==> config.mk <==
export PLATFORM = sky130hd
export DESIGN_NAME = execute_muldiv_unit
export DESIGN_NICKNAME = d
export VERILOG_FILES = /design/src/rtl/muldiv_pkg.sv /design/src/rtl/muldiv_sign_fixup.sv /design/src/rtl/execute_muldiv_unit.sv
export SDC_FILE = /design/constraint.sdc
export NUM_CORES = 1
export LEC_CHECK = 0
export ABC_AREA = 1
export BUFFER_PORTS_ARGS = -buffer_cell sky130_fd_sc_hd__buf_2
export CAP_MARGIN = 15
export CORE_UTILIZATION = 45
export DETAILED_ROUTE_END_ITERATION = 8
export PLACE_DENSITY_LB_ADDON = 0.25
export SKIP_LAST_GASP = 1
export SLEW_MARGIN = 0
export SYNTH_ARGS = -nofsm -noshare
export SYNTH_HDL_FRONTEND = slang
export SYNTH_SLANG_ARGS = --single-unit
==> constraint.sdc <==
create_clock -name clk -period 3.4 [get_ports clk]
set_input_delay 0.68 -clock clk [delete_from_list [all_inputs] [get_ports clk]]
set_output_delay 0.68 -clock clk [all_outputs]
set_load 0.005 [all_outputs]
==> src/rtl/muldiv_pkg.sv <==
// Shared types for the iterative RV32M multiply/divide unit.
// Optional build macro: MULDIV_EARLY_OUT_EN (multiply early exit).
package muldiv_pkg;

  typedef enum logic [2:0] {
    OP_MUL    = 3'b000,
    OP_MULH   = 3'b001,
    OP_MULHSU = 3'b010,
    OP_MULHU  = 3'b011,
    OP_DIV    = 3'b100,
    OP_DIVU   = 3'b101,
    OP_REM    = 3'b110,
    OP_REMU   = 3'b111
  } muldiv_op_t;

  typedef enum logic [1:0] {
    S_IDLE,
    S_MUL_RUN,
    S_DIV_RUN,
    S_DONE
  } muldiv_state_t;

  function automatic logic is_signed_a(input muldiv_op_t op);
    return op inside {OP_MUL, OP_MULH, OP_MULHSU, OP_DIV, OP_REM};
  endfunction

  function automatic logic is_signed_b(input muldiv_op_t op);
    return op inside {OP_MUL, OP_MULH, OP_DIV, OP_REM};
  endfunction

endpackage

==> src/rtl/muldiv_sign_fixup.sv <==
// Sign restoration of the magnitude result and selection of the
// product half, quotient or remainder requested by the operation.
module muldiv_sign_fixup
  import muldiv_pkg::*;
#(
  parameter int W = 32
) (
  input  muldiv_op_t     op_i,
  input  logic           neg_a_i,
  input  logic           neg_b_i,
  input  logic           fast_i,
  input  logic [2*W-1:0] prod_i,
  input  logic [W-1:0]   quot_i,
  input  logic [W-1:0]   rem_i,
  output logic [W-1:0]   result_o
);

  logic           neg_res;
  logic           neg_rem;
  logic [2*W-1:0] prod_s;
  logic [W-1:0]   quot_s;
  logic [W-1:0]   rem_s;

  // Fast-path results are already final and must not be negated.
  assign neg_res = (neg_a_i ^ neg_b_i) & ~fast_i;
  assign neg_rem = neg_a_i & ~fast_i;

  assign prod_s = neg_res ? -prod_i : prod_i;
  assign quot_s = neg_res ? -quot_i : quot_i;
  assign rem_s  = neg_rem ? -rem_i  : rem_i;

  always_comb begin
    result_o = rem_s;
    unique case (op_i)
      OP_MUL:                      result_o = prod_s[W-1:0];
      OP_MULH, OP_MULHSU, OP_MULHU: result_o = prod_s[2*W-1:W];
      OP_DIV, OP_DIVU:             result_o = quot_s;
      default:                     result_o = rem_s;
    endcase
  end

endmodule

==> src/rtl/execute_muldiv_unit.sv <==
// Iterative RV32M multiply/divide unit beside the execute-stage ALU.
// Define MULDIV_EARLY_OUT_EN to let multiplies exit once b is exhausted.
module execute_muldiv_unit
  import muldiv_pkg::*;
#(
  parameter int DATA_WIDTH = 32,
  parameter int ADDR_WIDTH = 5,
  parameter int CNT_WIDTH  = $clog2(DATA_WIDTH) + 1
) (
  input  logic                  clk,
  input  logic                  reset,
  input  logic                  start_i,
  input  logic [2:0]            op_i,
  input  logic [DATA_WIDTH-1:0] a_i,
  input  logic [DATA_WIDTH-1:0] b_i,
  input  logic [ADDR_WIDTH-1:0] rd_i,
  input  logic                  flush_i,
  output logic                  busy_o,
  output logic                  stall_o,
  output logic                  done_o,
  output logic [DATA_WIDTH-1:0] result_o,
  output logic [ADDR_WIDTH-1:0] rd_o
);

  localparam int W = DATA_WIDTH;
  localparam logic [W-1:0] MIN_NEG = {1'b1, {(W-1){1'b0}}};

  muldiv_state_t         state_q;
  muldiv_op_t            op_q;
  logic [ADDR_WIDTH-1:0] rd_q;
  logic                  neg_a_q;
  logic                  neg_b_q;
  logic                  fast_q;
  logic [CNT_WIDTH-1:0]  cnt_q;
  logic [2*W-1:0]        acc_q;
  logic [2*W-1:0]        mcand_q;
  logic [W-1:0]          mplr_q;
  logic [W-1:0]          dvsr_q;
  logic [W-1:0]          rem_q;

  muldiv_op_t     op_in;
  logic           sa;
  logic           sb;
  logic [W-1:0]   abs_a;
  logic [W-1:0]   abs_b;
  logic           div_zero;
  logic           div_ovf;
  logic           launch;
  logic [2*W-1:0] mul_acc_d;
  logic [W-1:0]   mplr_d;
  logic           mul_last;
  logic [W:0]     div_shift;
  logic [W:0]     div_diff;
  logic           div_ge;
  logic [W-1:0]   fix_res;

  assign op_in = muldiv_op_t'(op_i);
  assign sa    = is_signed_a(op_in) & a_i[W-1];
  assign sb    = is_signed_b(op_in) & b_i[W-1];
  assign abs_a = sa ? -a_i : a_i;
  assign abs_b = sb ? -b_i : b_i;

  assign div_zero = ~|b_i;
  assign div_ovf  = (op_in == OP_DIV || op_in == OP_REM)
                  && a_i == MIN_NEG && &b_i;

  assign launch = reset & (state_q == S_IDLE) & start_i & ~flush_i;

  assign mul_acc_d = acc_q + (mplr_q[0] ? mcand_q : '0);
  assign mplr_d    = mplr_q >> 1;

`ifdef MULDIV_EARLY_OUT_EN
  assign mul_last = ~|mplr_d;
`else
  assign mul_last = (cnt_q == CNT_WIDTH'(1));
`endif

  // Restoring step: shift in the next dividend bit, trial-subtract.
  assign div_shift = {rem_q, mplr_q[W-1]};
  assign div_diff  = div_shift - {1'b0, dvsr_q};
  assign div_ge    = ~div_diff[W];

  always_ff @(posedge clk or negedge reset) begin
    if (!reset) begin
      state_q <= S_IDLE;
      op_q    <= OP_MUL;
      rd_q    <= '0;
      neg_a_q <= 1'b0;
      neg_b_q <= 1'b0;
      fast_q  <= 1'b0;
      cnt_q   <= '0;
      acc_q   <= '0;
      mcand_q <= '0;
      mplr_q  <= '0;
      dvsr_q  <= '0;
      rem_q   <= '0;
    end else if (flush_i) begin
      state_q <= S_IDLE;
    end else begin
      unique case (state_q)
        S_IDLE: begin
          if (start_i) begin
            op_q    <= op_in;
            rd_q    <= rd_i;
            neg_a_q <= sa;
            neg_b_q <= sb;
            fast_q  <= 1'b0;
            cnt_q   <= CNT_WIDTH'(DATA_WIDTH);
            acc_q   <= '0;
            mcand_q <= {{W{1'b0}}, abs_a};
            dvsr_q  <= abs_b;
            rem_q   <= '0;
            unique case (1'b1)
              !op_i[2]: begin
                mplr_q  <= abs_b;
                state_q <= S_MUL_RUN;
              end
              div_zero: begin
                mplr_q  <= '1;
                rem_q   <= a_i;
                fast_q  <= 1'b1;
                state_q <= S_DONE;
              end
              div_ovf: begin
                mplr_q  <= MIN_NEG;
                fast_q  <= 1'b1;
                state_q <= S_DONE;
              end
              default: begin
                mplr_q  <= abs_a;
                state_q <= S_DIV_RUN;
              end
            endcase
          end
        end
        S_MUL_RUN: begin
          acc_q   <= mul_acc_d;
          mcand_q <= mcand_q << 1;
          mplr_q  <= mplr_d;
          cnt_q   <= cnt_q - CNT_WIDTH'(1);
          if (mul_last) state_q <= S_DONE;
        end
        S_DIV_RUN: begin
          rem_q  <= div_ge ? div_diff[W-1:0] : div_shift[W-1:0];
          mplr_q <= {mplr_q[W-2:0], div_ge};
          cnt_q  <= cnt_q - CNT_WIDTH'(1);
          if (cnt_q == CNT_WIDTH'(1)) state_q <= S_DONE;
        end
        S_DONE: state_q <= S_IDLE;
        default: state_q <= S_IDLE;
      endcase
    end
  end

  muldiv_sign_fixup #(
    .W (W)
  ) u_fixup (
    .op_i     (op_q),
    .neg_a_i  (neg_a_q),
    .neg_b_i  (neg_b_q),
    .fast_i   (fast_q),
    .prod_i   (acc_q),
    .quot_i   (mplr_q),
    .rem_i    (rem_q),
    .result_o (fix_res)
  );

  assign busy_o   = (state_q != S_IDLE);
  assign stall_o  = launch | (state_q == S_MUL_RUN)
                  | (state_q == S_DIV_RUN);
  assign done_o   = (state_q == S_DONE) & ~flush_i;
  assign result_o = done_o ? fix_res : '0;
  assign rd_o     = rd_q;

endmodule

---- Yosys cells after proc, flatten, opt, wreduce, memory -nomap -nowiden ----
Cells that the tools add are included.
operators by class
  muxes and demuxes ....................... 27
  bitwise gates (word level) .............. 14
  equal/unequal tests ..................... 17
  reductions and logical operators ........ 27
  shift-type cells ........................ 0
  $add $sub $neg .......................... 8
  magnitude comparators ................... 0
  divide/modulo/power cells ............... 0
  multiply operators ...................... 0
operators by type and width
  kind                                                                    count
  32-bit 2-to-1 mux                                                       9
  32-bit one-hot mux with 3 select lines                                  3
  64-bit 2-to-1 mux                                                       4
  64-bit one-hot mux with 2 select lines                                  2
  32-bit negation                                                         4
  64-bit adder                                                            1
  64-bit negation                                                         1
  32-bit one-hot mux with 2 select lines                                  1
  33-bit by 32-bit subtractor with 33-bit output                          1
  32-bit equality test (second input constant)                            1
  32-bit AND reduction                                                    1
  32-bit OR reduction                                                     1
  3-bit AND reduction                                                     5
  3-bit equality test (second input constant)                             4
  6-bit one-hot mux with 2 select lines                                   1
  3-bit by 2-bit equality test with 1-bit output (second input constant)  3
  1-bit AND                                                               8
  2-bit nonzero test                                                      4
  3-bit by 1-bit equality test with 1-bit output (second input constant)  2
  6-bit by 1-bit equality test with 1-bit output (second input constant)  1
  3-bit logical NOT                                                       2
  2-bit 2-to-1 mux                                                        3
  6-bit 2-to-1 mux                                                        1
  2-bit one-hot mux with 3 select lines                                   1
  21 further kinds                                                        29
storage, ports and cells
  bits in read-only memories .............. 0
  logic and storage cells ................. 105
  register bits after elaboration ......... 243
  bits in latches ......................... 0
  output and inout port bits .............. 40
  input port bits ......................... 76
  memories ................................ 0
  RAM bits ................................ 0

---- Logic depth before layout (Yosys ltp) ----
  depth after elaboration ................. 9
  gate-level depth with buffers ........... 19
  depth with buffers taken out ............ 18

---- Cells and area by module ----
A second synthesis with hierarchy kept.
second synthesis, totals
  cells, all modules ...................... 4,674
  area, all modules ....................... 26,863.3 sq um
modules (own cells, without submodules)
  module               seq. area each (sq um)  cells an instance  area each (sq um)  times used
  execute_muldiv_unit  6,080.8                 3,547              21,684.5           1
  muldiv_sign_fixup    0.0                     1,127              5,178.7            1

---- Worst setup path before layout ----
OpenSTA, ideal clock, no wires.
  path kind ............................... register -> register
  start ................................... reg mplr_q[0]
  end ..................................... reg acc_q[46]
  arrival ................................. 2.641 ns
  buffers on the path ..................... 2
  stages on the path, launching flop included .. 20
  path slack .............................. 0.641 ns
  period minus slack after synthesis ...... 2.759 ns
  required time ........................... 3.282 ns
  path through ............................ dfrtp_1 clkbuf_1 clkbuf_1 nand2_1 inv_1 ha_1 inv_1 fa_1 inv_1 nand2_1 o21ai_2 a21boi_0 o21ai_1 nand2_1 nand2_1 nand2_1 nand2_1 nand2_1 nand3_1 nand2_1
between the ends
  longest elaborated chain between the ends .. 3
RTL lines
  what                                    line                        source
  from (decl)                             execute_muldiv_unit.sv:37   logic [W-1:0] mplr_q;
  from (signal assigned)                  execute_muldiv_unit.sv:115  mplr_q <= abs_b;
  from (signal assigned)                  execute_muldiv_unit.sv:130  mplr_q <= abs_a;
  from (signal assigned)                  execute_muldiv_unit.sv:139  mplr_q <= mplr_d;
  64-bit 2-to-1 mux                       execute_muldiv_unit.sv:69   assign mul_acc_d = acc_q + (mplr_q[0] ? mcand_q : '0);
  64-bit adder                            execute_muldiv_unit.sv:69
  64-bit one-hot mux with 2 select lines  execute_muldiv_unit.sv:100  unique case (state_q)
  to (signal assigned)                    execute_muldiv_unit.sv:137  acc_q <= mul_acc_d;
  to (decl)                               execute_muldiv_unit.sv:35   logic [2*W-1:0] acc_q;
No other way between the ends.
A chain may end at the register's enable or synchronous reset.

---- Final worst setup path ----
  start ................................... reg acc_q[1]
  end ..................................... out result_o[16]
between the ends
  longest elaborated chain between the ends .. 4
RTL lines
  what                                    line                        source
  64-bit negation                         muldiv_sign_fixup.sv:28     assign prod_s = neg_res ? -prod_i : prod_i;
  64-bit 2-to-1 mux                       muldiv_sign_fixup.sv:28
  32-bit one-hot mux with 3 select lines  muldiv_sign_fixup.sv:34     unique case (op_i)
  32-bit 2-to-1 mux                       execute_muldiv_unit.sv:172  assign result_o = done_o ? fix_res : '0;
  to (decl)                               execute_muldiv_unit.sv:21   output logic [DATA_WIDTH-1:0] result_o,
No other way between the ends.

==> summary.md <==
| Metric | Value |
|---|---|
| CTS Sinks | `roughly 240` |
| Post-synthesis register bit count | `around 240` |
| Reg2reg start | `mplr_q[0]` |
| Mux share of post-synthesis cell area | `0%` |
| Synth Cell Area | `26,200 um^2` |
| Status | `complete, but fails checks` |
| Reg2Reg Setup Slack | `roughly 0.26 ns` |
| Async S/R FF share, synth | `100%` |
| Post-Synth Simple-Gate Area | `39.1%` |
| Combinational family with the most area after synthesis | `simple AND/OR/NAND/NOR gates` |
| Half-perimeter wire length after placement | `between 80,000 and 90,000 um` |
| Yosys top cell area share | `23.2%` |
| First-pass GRT wire length | `164,000 um` |
| Synth area leader | `dfrtp_1` |
| Unrepaired setup endpoints after global routing | `yes` |
| Pwr dens | `1050 nW/um^2` |
| Worst path depth | `12` |
| Number of DRC markers in iteration 0 | `3,861` |
| Die H | `between 200 and 250 um` |
| Final Wtd Congestion | `1.04` |
| Crit path time final | `3.53 ns` |
| Worst relative slew slack | `36.1%` |
| Cell row count | `88` |
| Die area | `59,100 um^2` |
| CTS max path bufs | `3` |
| Final setup vio count | `16` |
| Avg Vias per Cell | `between 5 and 6` |
| Primary FF master, synth | `dfrtp_1` |
| CP bufs+invs | `3` |
| Mapped Cells | `4,566` |
| ANT nets after route | `0` |
| HP Class | `in -> async` |
| H-Tree Depth | `1` |
| Failing checks | `negative setup slack` |
| Measured slew at the worst slew-check pin | `0.958 ns` |
| P_leak | `around 16 nW` |
| Crit path max fanout | `6` |
| Die width | `243 um` |
| Post-synthesis xor/xnor area fraction | `1.84%` |
| Worst skew pair latency | `between 0.6 and 0.7 ns` |
| Area grow syn2layout | `16.7%` |
| Complex-gate fraction of the synthesized area | `17.5%` |
| Yosys Warn Count | `0` |
| Top delay family on crit path | `simple AND/OR/NAND/NOR gates` |
| Core Box Area | `57,600 um^2` |
| Ports | `between 100 and 150` |
| Num CTS Buffers | `31` |
| Fin. Hold Viols | `0` |
| Setup CP Type | `reg -> out` |
| Syn Area/Cell | `5.73 um^2` |
| Maxcap violations | `0` |
| Root buf cell | `clkbuf_16` |
| CP cell instances | `inv_2 -> ha_4 -> nand3_4 -> nor2_4 -> nand4_1 -> buf_4 -> nand3_1 -> nand2_1 -> o21ai_1 -> nor2_2 -> a21oi_2 -> buf_2` |
| Final nets | `~4,900` |
| Via Count | `30,900` |
| Sequential area share after synthesis | `between 20% and 30%` |
| Final period util | `104%` |
| Critical Path Sink | `result_o[16]` |
| CP max stage delay | `0.39 ns` |
| Util after Layout | `53.0%` |
| Share of cells above drive strength 1 | `13.5%` |
| Max Slew Vio Count | `0` |
| CP Launch Type | `register` |
| TritonCTS clock tree | `yes` |
| Top post-synthesis cells by area | `dfrtp_1 23%, nand2_1 19%, inv_1 10%, nor2_1 8.3%, nand3_1 7.1%` |
| CP startpoint | `acc_q[1]` |
| Starting density of the core | `45.4%` |
| Vias in the first global route | `27,300` |
| Crit-path slowest cell | `dfrtp_1` |
| Most frequent cells in the layout | `1,290 x nand2_1, 712 x inv_1, 504 x nor2_1` |
| Syn_nets | `4,752` |
| Most common cell after layout, fill and taps aside | `nand2_1` |
| DR WL/cell | `19.9 um` |
| Number of antenna violations at the first check in global routing | `1` |
| Drt drc | `0` |
| Skew final | `0.0298 ns` |
| Worst EP arrival | `roughly 2.9 ns` |
| Final WL | `110,000 um` |
| Overflow after GRT | `0` |
| Yosys cell types | `59` |
| R2R depth | `18` |
| Max VDD drop | `0.877 mV` |
| Pwr Total | `between 30 and 40 mW` |
| CP endpoint kind | `output port` |
| Worst-path clk slew | `0.06 ns` |
| Worst EP required | `2.72 ns` |
| Largest net degree at the start of global routing | `123` |
| Final worst slack | `-0.127 ns` |
| Reg-to-Reg End | `acc_q[52]` |
| Post-synth EDFFs | `0` |
| GRT Overall Usage | `35.9%` |
| IO buf count | `approximately 120` |
| Fmax | `284 MHz` |
| Post-Synth Adder-Cell Area | `roughly 5.3%` |
| First drt pass iteration count | `6` |
[registers in the layout, indices dropped and copies added (netlist names)]
register,flops
dvsr_q,32
fast_q,1
rd_o,5
acc_q,64
op_q,3
cnt_q,6
rem_q,32
neg_a_q,1
state_q,2
neg_b_q,1
mplr_q,32
mcand_q,64
[timing repair]
action,4_1_cts,5_1_grt
pin swaps,20,69
hold buffers,0,0
buffers inserted,18,47
endpoints found under the setup margin,32,32
gates resized for setup,116,209
gates cloned,1,3
[synthesized netlist by cell type, types with 12 or more instances]
library cell  instances
nand3_1             370
clkbuf_1             82
o21ai_1              13
a221oi_1             30
or2_2                18
inv_1               729
ha_1                108
a21boi_0             15
a21oi_1             323
nor4_1               15
buf_2                23
nor2_1              577
nor2_2               16
o21ai_0             311
xor2_1               46
o21bai_1             13
o22ai_1              47
nor3_1               46
nand4_1              50
nand2_1            1316
inv_2                15
buf_1                12
dfrtp_1             243
nand3b_1             13
nand2_2              19
[worst min-delay path by stage]
stage             from          end  slack [ns]  cells past startpoint
6_report         reset  mcand_q[20]        0.16                      2
5_1_grt          reset  mcand_q[20]        0.28                      2
4_1_cts        rd_i[4]      rd_o[4]        0.26                      3
3_5_place_dp   rd_o[3]      rd_o[3]        0.46                      2
3_3_place_gp   rd_o[2]      rd_o[2]        0.45                      2
2_1_floorplan    reset     acc_q[0]        0.38                      0
[routing by layer]
metal	GRT usage, %	wire [um]	vias up
li1	-	-	15000
met1	52.5	48700	14200
met2	51.9	45100	1461
met3	6.84	11600	200
met4	12.6	4390	0
met5	0	0	-
[through the flow]
step	cells	setup slack [ns]	instance area (um^2)	hold WS, ns	TNS [ns]
2_1_floorplan	4566	0.641	26200	0.384	0
3_3_place_gp	5392	0.293	27800	0.452	0
3_5_place_dp	5392	0.223	27800	0.457	0
4_1_cts	5465	-0.0872	29400	0.261	-0.758
5_1_grt	5515	-0.202	30500	0.280	-3.01
6_report	5517	-0.127	30500	0.164	-0.887
[kinds of logic after synthesis]
group / Yosys count
DFF: 243
buffers and inverters: 877
adders and majority gates: 110
AOI/OAI and AO/OA: 820
and+or+nand+nor: 2461
xor gates and xnor gates: 55
[report_power, final]
group / total [mW] / internal (mW) / switching [mW]
registers: 5.27 / 3.93 / 1.34
logic: 23.5 / 7.88 / 15.6
clock network: 3.42 / 1.99 / 1.43
total: 32.2 / 13.8 / 18.3
[cell type report]
cell class / count / area (um^2)
Antenna cell: 2 / 5.00
Clock buffer: 43 / 901
Clock inverter: 11 / 134
Fill cell: 6086 / 27100
Inverter: 747 / 2820
Multi-Input combinational cell: 3446 / 17700
Sequential cell: 243 / 6110
Tap cell: 765 / 957
Timing Repair Buffer: 259 / 1870
Timing Repair inverter: 1 / 7.51
Power figures use the tool's default switching activity.
